File: config.mk
export PLATFORM = sky130hd
export DESIGN_NAME = encoder_8_to_3_seq
export DESIGN_NICKNAME = d
export VERILOG_FILES = /design/src/rtl/encoder_8_to_3_seq.sv
export SDC_FILE = /design/constraint.sdc
export NUM_CORES = 1
export LEC_CHECK = 0
export ABC_AREA = 0
export ABC_CLOCK_PERIOD_IN_PS = 2200
export CAP_MARGIN = 40
export CORE_MARGIN = 1.5
export CORE_UTILIZATION = 51
export DETAILED_ROUTE_END_ITERATION = 6
export GPL_ROUTABILITY_DRIVEN = 0
export GPL_TIMING_DRIVEN = 0
export PLACE_DENSITY_LB_ADDON = 0.1
export SYNTH_ARGS = -nofsm -noshare
export SYNTH_HDL_FRONTEND = slang
export SYNTH_SLANG_ARGS = --single-unit
File: constraint.sdc
create_clock -name clk -period 2.2 [get_ports clk]
set_input_delay 0.33 -clock clk [delete_from_list [all_inputs] [get_ports clk]]
set_output_delay 0.33 -clock clk [all_outputs]
set_load 0.05 [all_outputs]
File: src/rtl/encoder_8_to_3_seq.sv
`default_nettype none
// ============================================================================
// Module   : encoder_8_to_3_seq
// Brief    : Sequential 8-to-3 priority encoder with sticky pending requests,
//            valid/ready output handshake and sticky overflow flag.
// Revision : 1.0 - initial release
// ============================================================================
module encoder_8_to_3_seq #(
    parameter bit LOW_FIRST = 1'b0
) (
    input  logic       clk,
    input  logic       rst_n,
    input  logic       E,
    input  logic [7:0] D,
    input  logic       out_ready,
    output logic [2:0] A,
    output logic       out_valid,
    output logic       GS,
    output logic       OVF
);

    typedef enum logic [0:0] {
        ST_IDLE    = 1'b0,
        ST_PRESENT = 1'b1
    } state_t;

    state_t     r_state;
    logic [7:0] r_pending;
    logic [2:0] r_code;
    logic       r_valid;
    logic       r_ovf;

    logic [7:0] w_capture;
    logic [7:0] w_merged;
    logic [7:0] w_selSrc;
    logic [2:0] w_selIdx;
    logic       w_take;
    logic [7:0] w_clear;
    logic [7:0] w_presMask;
    logic       w_dup;
    logic [7:0] w_nextPending;

    function automatic logic [2:0] pickIndex(input logic [7:0] vec);
        logic [2:0] idx;
        idx = 3'd0;
        // Last match in scan order wins, so scan from the lowest-priority end.
        if (LOW_FIRST) begin
            for (int i = 7; i >= 0; i--) begin
                if (vec[i]) idx = 3'(i);
            end
        end else begin
            for (int i = 0; i < 8; i++) begin
                if (vec[i]) idx = 3'(i);
            end
        end
        return idx;
    endfunction

    always_comb begin
        w_capture  = E ? 8'h00 : D;
        w_merged   = r_pending | w_capture;
        // IDLE serves only already-registered requests; an accept may chain
        // straight into a request arriving on the same edge.
        w_selSrc   = (r_state == ST_IDLE) ? r_pending : w_merged;
        w_selIdx   = pickIndex(w_selSrc);
        w_take     = (r_state == ST_IDLE) ? (r_pending != 8'h00)
                                          : (out_ready && (w_merged != 8'h00));
        w_clear    = w_take ? (8'h01 << w_selIdx) : 8'h00;
        w_presMask = r_valid ? (8'h01 << r_code) : 8'h00;
        w_dup      = |(w_capture & r_pending & ~w_clear & ~w_presMask);
        // Set-wins: a fresh request re-pends a bit cleared on the same edge.
        w_nextPending = (r_pending & ~w_clear) | w_capture;
    end

    always_ff @(posedge clk or negedge rst_n) begin
        if (!rst_n) begin
            r_state   <= ST_IDLE;
            r_pending <= 8'h00;
            r_code    <= 3'd0;
            r_valid   <= 1'b0;
            r_ovf     <= 1'b0;
        end else begin
            r_pending <= w_nextPending;
            if (w_dup) r_ovf <= 1'b1;
            case (r_state)
                ST_IDLE: begin
                    if (w_take) begin
                        r_code  <= w_selIdx;
                        r_valid <= 1'b1;
                        r_state <= ST_PRESENT;
                    end
                end
                ST_PRESENT: begin
                    if (out_ready) begin
                        if (w_take) begin
                            r_code <= w_selIdx;
                        end else begin
                            r_valid <= 1'b0;
                            r_state <= ST_IDLE;
                        end
                    end
                end
                default: begin
                    r_state <= ST_IDLE;
                    r_valid <= 1'b0;
                end
            endcase
        end
    end

    assign A         = r_code;
    assign out_valid = r_valid;
    assign OVF       = r_ovf;
    assign GS        = (r_pending != 8'h00) | r_valid;

endmodule
`default_nettype wire
=== Yosys cells after proc, flatten, opt, wreduce, memory -nomap -nowiden ===
Cells that the tools add are included.

* Register bits: 14
* Output and inout port bits: 6
* Input port bits: 12

* Muxes and demuxes: 22
* Reduce and logical (&&, ||, !) cells: 5
* Shift-type cells: 2
* Bitwise operators: 10
* Equality and inequality tests: 3

{| class="wikitable"
|+ Operators by type and width
! operator !! count
|-
| 8-bit bitwise AND || 4
|-
| 8-bit 2-to-1 mux || 4
|-
| 3-bit 2-to-1 mux || 7
|-
| 8-bit NOT || 2
|-
| 8-bit OR || 2
|-
| 8-bit nonzero test || 2
|-
| 1-bit by 3-bit << shifter with 8-bit output (first input constant) || 2
|-
| 8-bit OR reduction || 1
|-
| 1-bit 2-to-1 mux || 7
|-
| 2-bit != test (second input constant) || 3
|-
| 3-bit one-hot mux with 2 select lines || 1
|-
| 1-bit one-hot mux with 2 select lines || 2
|-
| 3-bit AND reduction || 1
|-
| 2-bit 2-to-1 mux || 1
|-
| 1-bit logical AND || 1
|-
| 1-bit NOT || 1
|-
| 1-bit OR || 1
|}

=== Logic depth before layout (Yosys ltp) ===
Gate-level depths: netlist (run 1).

* Word-level depth: 16
* Gate-level depth with buffers: 7

=== Worst setup path before layout (run 1) ===
Ideal clock, no wire load.

* Path type: register -> register
* From: reg r_code[2] (netlist: A[2])
* To: reg r_ovf (netlist: OVF)
* Data required time: 2.066 ns
* Setup slack: 0.542 ns
* Cell stages (with the launch flop): 7
* Period minus slack after synthesis: 1.658 ns
* Data arrival time: 1.524 ns
* Cells stage by stage: dfrtp_1 > nand3b_1 > o2111ai_1 > nand2_1 > a21oi_1 > o221a_1 > nand4_1

* Word-level cells in the longest chain between the ends: 5

{| class="wikitable"
|+ Ends and longest elaborated chain
! element !! RTL line !! RTL
|-
| start: declaration || 29 || <nowiki>logic [2:0] r_code;</nowiki>
|-
| start signal: assignment || 88 || <nowiki>r_code <= w_selIdx;</nowiki>
|-
| start signal: assignment || 96 || <nowiki>r_code <= w_selIdx;</nowiki>
|-
| 1-bit by 3-bit << shifter with 8-bit output || 69 || <nowiki>w_presMask = r_valid ? (8'h01 << r_code) : 8'h00;</nowiki>
|-
| 8-bit 2-to-1 mux || 69 ||
|-
| 8-bit NOT || 70 || <nowiki>w_dup = |(w_capture & r_pending & ~w_clear & ~w_presMask);</nowiki>
|-
| 8-bit bitwise AND || 70 ||
|-
| 8-bit OR reduction || 70 ||
|-
| end signal: assignment || 81 || <nowiki>r_ovf <= 1'b0;</nowiki>
|-
| end signal: assignment || 84 || <nowiki>if (w_dup) r_ovf <= 1'b1;</nowiki>
|-
| end: declaration || 31 || <nowiki>logic r_ovf;</nowiki>
|}

Every way passes these cells.
A chain may end at the register's enable or synchronous reset.

=== Worst setup path in the final report (run 1) ===
* From: in D[4]
* To: reg r_ovf (netlist: OVF)

* Word-level cells in the longest chain between the ends: 13
* Elaborated cells on any way between the ends: 17
* Classes of those cells: 1 x shift; 8 x mux; 5 x bitwise; 3 x reduce/logical

{| class="wikitable"
|+ Ends and longest elaborated chain
! element !! RTL line !! RTL
|-
| start: declaration || 14 || <nowiki>input logic [7:0] D,</nowiki>
|-
| 8-bit 2-to-1 mux (*) || 60 || <nowiki>w_capture = E ? 8'h00 : D;</nowiki>
|-
| 8-bit OR || 61 || <nowiki>w_merged = r_pending | w_capture;</nowiki>
|-
| 8-bit 2-to-1 mux || 64 || <nowiki>w_selSrc = (r_state == ST_IDLE) ? r_pending : w_merged;</nowiki>
|-
| 3-bit 2-to-1 mux (4 in a row) || 53 || <nowiki>if (vec[i]) idx = 3'(i);</nowiki>
|-
| 1-bit by 3-bit << shifter with 8-bit output || 68 || <nowiki>w_clear = w_take ? (8'h01 << w_selIdx) : 8'h00;</nowiki>
|-
| 8-bit 2-to-1 mux || 68 ||
|-
| 8-bit NOT || 70 ||
|-
| 8-bit bitwise AND (*) (2 in a row) || 70 ||
|-
| 8-bit OR reduction (*) || 70 ||
|}

Mark *: on every way between the ends. The rest lies on a longest branch, timed or not.

==> results of run 1 <==
[power groups by stage]
stage               Sequential [mW]  Clock [mW]  Combinational (mW)
floorplan                     0.311           0              0.0760
detailed placement            0.299           0               0.152
global route                  0.298       0.204               0.168
CTS                           0.294       0.197               0.153
finish                        0.295       0.197               0.154
global placement              0.299           0               0.149
[through the flow]
stage	TNS [ps]	setup slack (ps)	std cells
6_report	0	182.9	159
5_1_grt	0	30.09	159
4_1_cts	0	206.2	159
3_5_place_dp	-74.53	-74.53	155
3_3_place_gp	-71.33	-71.33	155
2_1_floorplan	0	542.4	114
[per-layer routing]
metal | routed length [µm] | track usage (%) | vias up
met5 | 0 | 0 | -
met4 | 46 | 11.11 | 0
met3 | 296 | 5.385 | 7
met2 | 1174 | 39.18 | 68
met1 | 1080 | 41.53 | 487
li1 | - | - | 473
[critical path: stages]
cell and delay [ps]:
clkdlybuf4s50_1 580, nor4_1 100, a31oi_1 310, a2bb2oi_2 330, nand3_1 220, o21ai_0 190, nand4_1 120
[cells by family after synthesis]
| group | Yosys count | synth area share, % |
|---|---|---|
| compound gates | 44 | 33.04 |
| buf+inv | 11 | 5.696 |
| flops | 14 | 35.44 |
| simple gates | 45 | 25.82 |
[final cells by class]
cell class,count,area share [%]
plain buffers,2,1.854
clock buffers,4,2.987
inverters,9,2.781
multi-input cells,89,47.89
flip-flops and latches,14,28.84
well taps,25,2.575
repair buffers,16,13.08
[path summary, 6_finish.rpt]
kind                            depth (start not counted)  slack, ps      endpoint          from
worst max register to register                          7        340  r_pending[2]       r_state
worst min register to register                          1        570  r_pending[7]  r_pending[7]
max in group asynchronous                               1       1370  r_pending[2]         rst_n
worst max-delay path                                    7        180           OVF          D[4]
min in group asynchronous                               1        420     out_valid         rst_n
worst min-delay path                                    2        270  r_pending[4]             E
[flip-flops by register name (all words and copies together), names as in the netlist]
name,count
r_pending,8
out_valid,1
r_state,1
OVF,1
A,3
[cell usage in the layout, fill, tap and decap left out, drive strengths merged, types with 2 or more instances in the layout]
| master | Yosys | final |
|---|---|---|
| a21o | 2 | 2 |
| or2 | 2 | 2 |
| clkdlybuf4s50 | 0 | 15 |
| a21oi | 6 | 6 |
| a31oi | 2 | 2 |
| nand3 | 2 | 2 |
| o21ai | 14 | 14 |
| o2111ai | 6 | 6 |
| buf | 2 | 2 |
| o2bb2ai | 2 | 2 |
| nand2b | 5 | 5 |
| clkbuf | 0 | 4 |
| nor2b | 4 | 4 |
| nand2 | 7 | 7 |
| dfrtp | 14 | 14 |
| inv | 8 | 8 |
| o21a | 3 | 3 |
| nand4 | 4 | 4 |
| nor2 | 13 | 13 |
| nand3b | 3 | 3 |
[repair_timing]
action | in CTS | in global routing
setup endpoints to repair | 1 | 0
endpoints found under the hold margin | 0 | 0
gates resized for setup | 1 | 0
==> impl_metrics.yaml, run 1 <==
yosys:
  netlist_top_cells_area: "dfrtp_1 (35%), o2111ai_1 (5.3%), nor2_1 (4.9%)"
  syn_nets: 126
  ys_ff_latch: 14
  synth_top_area_share_pct: 35.44
  netlist_area_um2: 988.4
  synthDistinctLibCells: 38
  synth_most_common_cell: "dfrtp_1"
  netlist_instances: 114
  yosysTopAreaCell: "dfrtp_1"
  postSynthAreaPerCell_um2: 8.671
  synth_commonest_cells: "dfrtp_1 (14), nor2_1 (13), inv_1 (8), o21ai_0 (8), nand2_1 (7)"
  synth_warnings: 0
  ys_seq_area_share_pct: 35.44
  synthArstFlopShare_pct: 100.0
  synth_top_flop_cell: "dfrtp_1"
  synth_edf_count: 0
global_route:
  antenna_found_initial: 0
  grt.total_usage_pct: 27.77
  grt_max_degree: 15
  grt_pass1_vias: 879
  grt_pass1_wl_um: 4250
  grt_overflow: 0
clocking:
  clock_path_buffers: 2
  clk_pin_slew_ps: 90
  cts_tree: "yes"
  clock_latency_ps: 300
  cts_buffers: 3
  clock-sinks: 14
  cts_hold_buf: 0
  htreeDepth: 1
  cts_setup_buffers: 0
  root_buffer: "clkbuf_4"
sta:
  worst_pin_slew_ps: 640.8
  setup_viol: 0
  skew_ps: 2.905
  maxSlewHeadroom_pct: 57.14
  hold_viol: 0
  rsz0062_at_grt: "false"
  max_freq_mhz: 495.8
  finalCritPeriodShare_pct: 91.69
  fin_crit_ps: 2017
  whs_ps: 268.2
  final_max_slew_viol_count: 0
cells_and_area:
  layout-drive-gt1-share_pct: 10.45
  nFillCells: 151
  multi_input_area_um2: 581.8
  nets: 147
  design_area_mm2: 0.001215
  regArea_um2: 350.3
  syn_to_final_growth_pct: 22.91
  diodes: 0
  fin_util_pct: 68.87
critical_path:
  crit_path_end_kind: "flip-flop"
  crit_arrival_ps: 2190
  start_kind: "input pin"
  worstSetupPathType: "input pin to flip-flop"
  crit_required_ps: 2370
  critPathMaxFanout: 7
min_path:
  min_path_type: "input pin to flip-flop"
floorplanning:
  coreArea_mm2: 0.001764
  die_h_um: 47.03
  dieArea_mm2: 0.002211
  initial_core_util_pct: 56.03
  dieWidth_um: 47.03
  ioPinCount: 18
  rows: 15
power:
  ir_worst_vdd_uv: 359.6
  power.density_mw_per_mm2: 532.2
  combPwrFrac_pct: 23.9
  p_clk_share_pct: 30.5
  p_int_uw: 435.6
  p_sw_share_pct: 32.63
  total_power_uw: 646.6
  netSwitchingPower_uw: 211.0
  p_leak_nw: 0.4645
  pwr-share-seq_pct: 45.6
route:
  drc: 0
  final_antenna_net_count: 0
  firstDrtPassIters: 4
  vias: 1035
  routed_wl_um: 2598
  routedWlPerCell_um: 16.34
  vias_per_cell: 6.509
  drtIter0Drc: 32
outcome:
  status: "finished clean"
run:
  maxCapViolCount: 0
placed_design:
  portBuffers: 16
  place_area_mm2: 0.001180
  dp.final_hpwl_um: 1940
(Power assumes the default switching activity.)
==> run 2, diff against run 1 <==
==> constraint.sdc (replaced) <==
create_clock -name clk -period 2.2 [get_ports clk]
set_input_delay 0.44 -clock clk [delete_from_list [all_inputs] [get_ports clk]]
set_output_delay 0.44 -clock clk [all_outputs]
set_load 0.05 [all_outputs]
==> impl_metrics.yaml, run 2 (synthesis gave the netlist of run 1 again) <==
outcome:
  status: "finished clean"
clocking:
  clk_pin_slew_ps: 90
  clock_path_buffers: 2
  root_buffer: "clkbuf_4"
  cts_tree: "yes"
  cts_buffers: 3
  cts_hold_buf: 0
  htreeDepth: 1
  clock_latency_ps: 290
  clock-sinks: 14
critical_path:
  r2r_end: "r_pending[2]"
  cp_slowest_cell: "clkdlybuf4s50_1"
  crit_path_end_kind: "primary output"
  timing.critical_path.buf_inv: 1
  slowest_delay_ps: 860
  crit_path_cell_trace: "clkdlybuf4s50_1"
  critPathMaxFanout: 8
  crit_required_ps: 1760
  reg2reg_setup_slack_ps: 340
  ff2ff_path_depth: 7
  crit_arrival_ps: 1660
  start_kind: "flip-flop"
  worstSetupPathType: "flip-flop to primary output"
  crit_family: "buffers and inverters"
  r2r_start: "r_state"
min_path:
  min_path_type: "input pin to flip-flop"
  hp-start: "E"
  worstHoldPathCells: 2
  min_to: "r_pending[4]"
power:
  ir_worst_vdd_uv: 358.2
  netSwitchingPower_uw: 209.1
  p_sw_share_pct: 32.39
  p_int_uw: 436.5
  p_leak_nw: 0.4688
  total_power_uw: 645.6
  combPwrFrac_pct: 24.1
  p_clk_share_pct: 30.3
  power.density_mw_per_mm2: 528.1
  pwr-share-seq_pct: 45.6
sta:
  final_max_slew_viol_count: 0
  fin_crit_ps: 2101
  worst_pin_slew_ps: 642.9
  skew_ps: 2.174
  rsz0062_at_grt: "false"
  finalCritPeriodShare_pct: 95.52
  max_freq_mhz: 475.9
  setup_viol: 0
  hold_viol: 0
  fin_ws_ps: 98.59
  maxSlewHeadroom_pct: 57.01
route:
  vias_per_cell: 6.338
  routedWlPerCell_um: 15.99
  final_antenna_net_count: 0
  drc: 0
  drtIter0Drc: 31
  firstDrtPassIters: 4
  vias: 1014
  routed_wl_um: 2559
global_route:
  grt_pass1_vias: 879
  antenna_found_initial: 0
  grt.total_usage_pct: 27.77
  grt_pass1_wl_um: 4250
  grt_overflow: 0
  grt_max_degree: 15
cells_and_area:
  nets: 148
  layout_commonest_cell: "clkdlybuf4s50_1"
  largest_reg_flops: 8
  nFillCells: 150
  layout-drive-gt1-share_pct: 11.11
  top_register: "r_pending"
  regArea_um2: 350.3
  layout_common_cells: "clkdlybuf4s50_1 (15), dfrtp_1 (14), nor2_1 (13)"
  syn_to_final_growth_pct: 23.67
  multi_input_area_um2: 581.8
  diodes: 0
floorplanning:
  die_h_um: 47.03
  rows: 15
  dieArea_mm2: 0.002211
  initial_core_util_pct: 56.03
  coreArea_mm2: 0.001764
  ioPinCount: 18
  dieWidth_um: 47.03
placed_design:
  dp.final_hpwl_um: 1940
  preCtsSetupSlack_ps: -184.5
  portBuffers: 16
run:
  maxCapViolCount: 0
==> run 2: what timing repair did <==
| item | CTS | global route |
|---|---|---|
| pin swaps | 0 | 1 |
| endpoints found under the setup margin | 1 | 1 |
| resized for setup | 1 | 0 |
| setup buffers | 0 | 1 |
==> run 2: worst max path at each step <==
stage / endpoint / cells past startpoint / startpoint
after CTS: out_valid / 1 / out_valid
after floorplan: OVF / 7 / E
after global routing: GS / 4 / r_pending[5]
final: out_valid / 1 / out_valid
after global placement: OVF / 7 / D[4]
after detailed placement: OVF / 7 / D[4]
==> run 2: power by group through the flow <==
| stage | clock network [mW] | registers (mW) | logic [mW] |
|---|---|---|---|
| floorplan | 0 | 0.311 | 0.0760 |
| detailed placement | 0 | 0.299 | 0.152 |
| global placement | 0 | 0.299 | 0.149 |
| CTS | 0.197 | 0.294 | 0.153 |
| finish | 0.196 | 0.294 | 0.156 |
| global route | 0.204 | 0.298 | 0.169 |
==> run 2: through the flow <==
stage	utilization (%)	hold WS [ps]	cell area (µm²)	setup TNS, ps	instances
floorplan	-	144.4	988.4	0	114
global placement	66.88	524.4	1180	-441.9	155
detailed placement	66.88	550.3	1180	-513.3	155
CTS	68.87	377.5	1215	0	159
global route	69.29	383.8	1222	0	160
finish	69.29	378.0	1222	0	160
==> run 2: layout make-up <==
| class | count | area share, % |
|---|---|---|
| inverters | 9 | 2.764 |
| repair buffers | 17 | 13.61 |
| clock buffers | 4 | 2.968 |
| plain buffers | 2 | 1.842 |
| flip-flops and latches | 14 | 28.66 |
| multi-input cells | 89 | 47.59 |
| well taps | 25 | 2.559 |
==> run 2: per-layer routing <==
metal  global-route usage, %  vias to the layer above  wire length [µm]
li1                        -                      474                 -
met1                   41.53                      474              1107
met2                   39.18                       61              1151
met3                   5.385                        5               260
met4                   11.11                        0                40
met5                       0                        -                 0
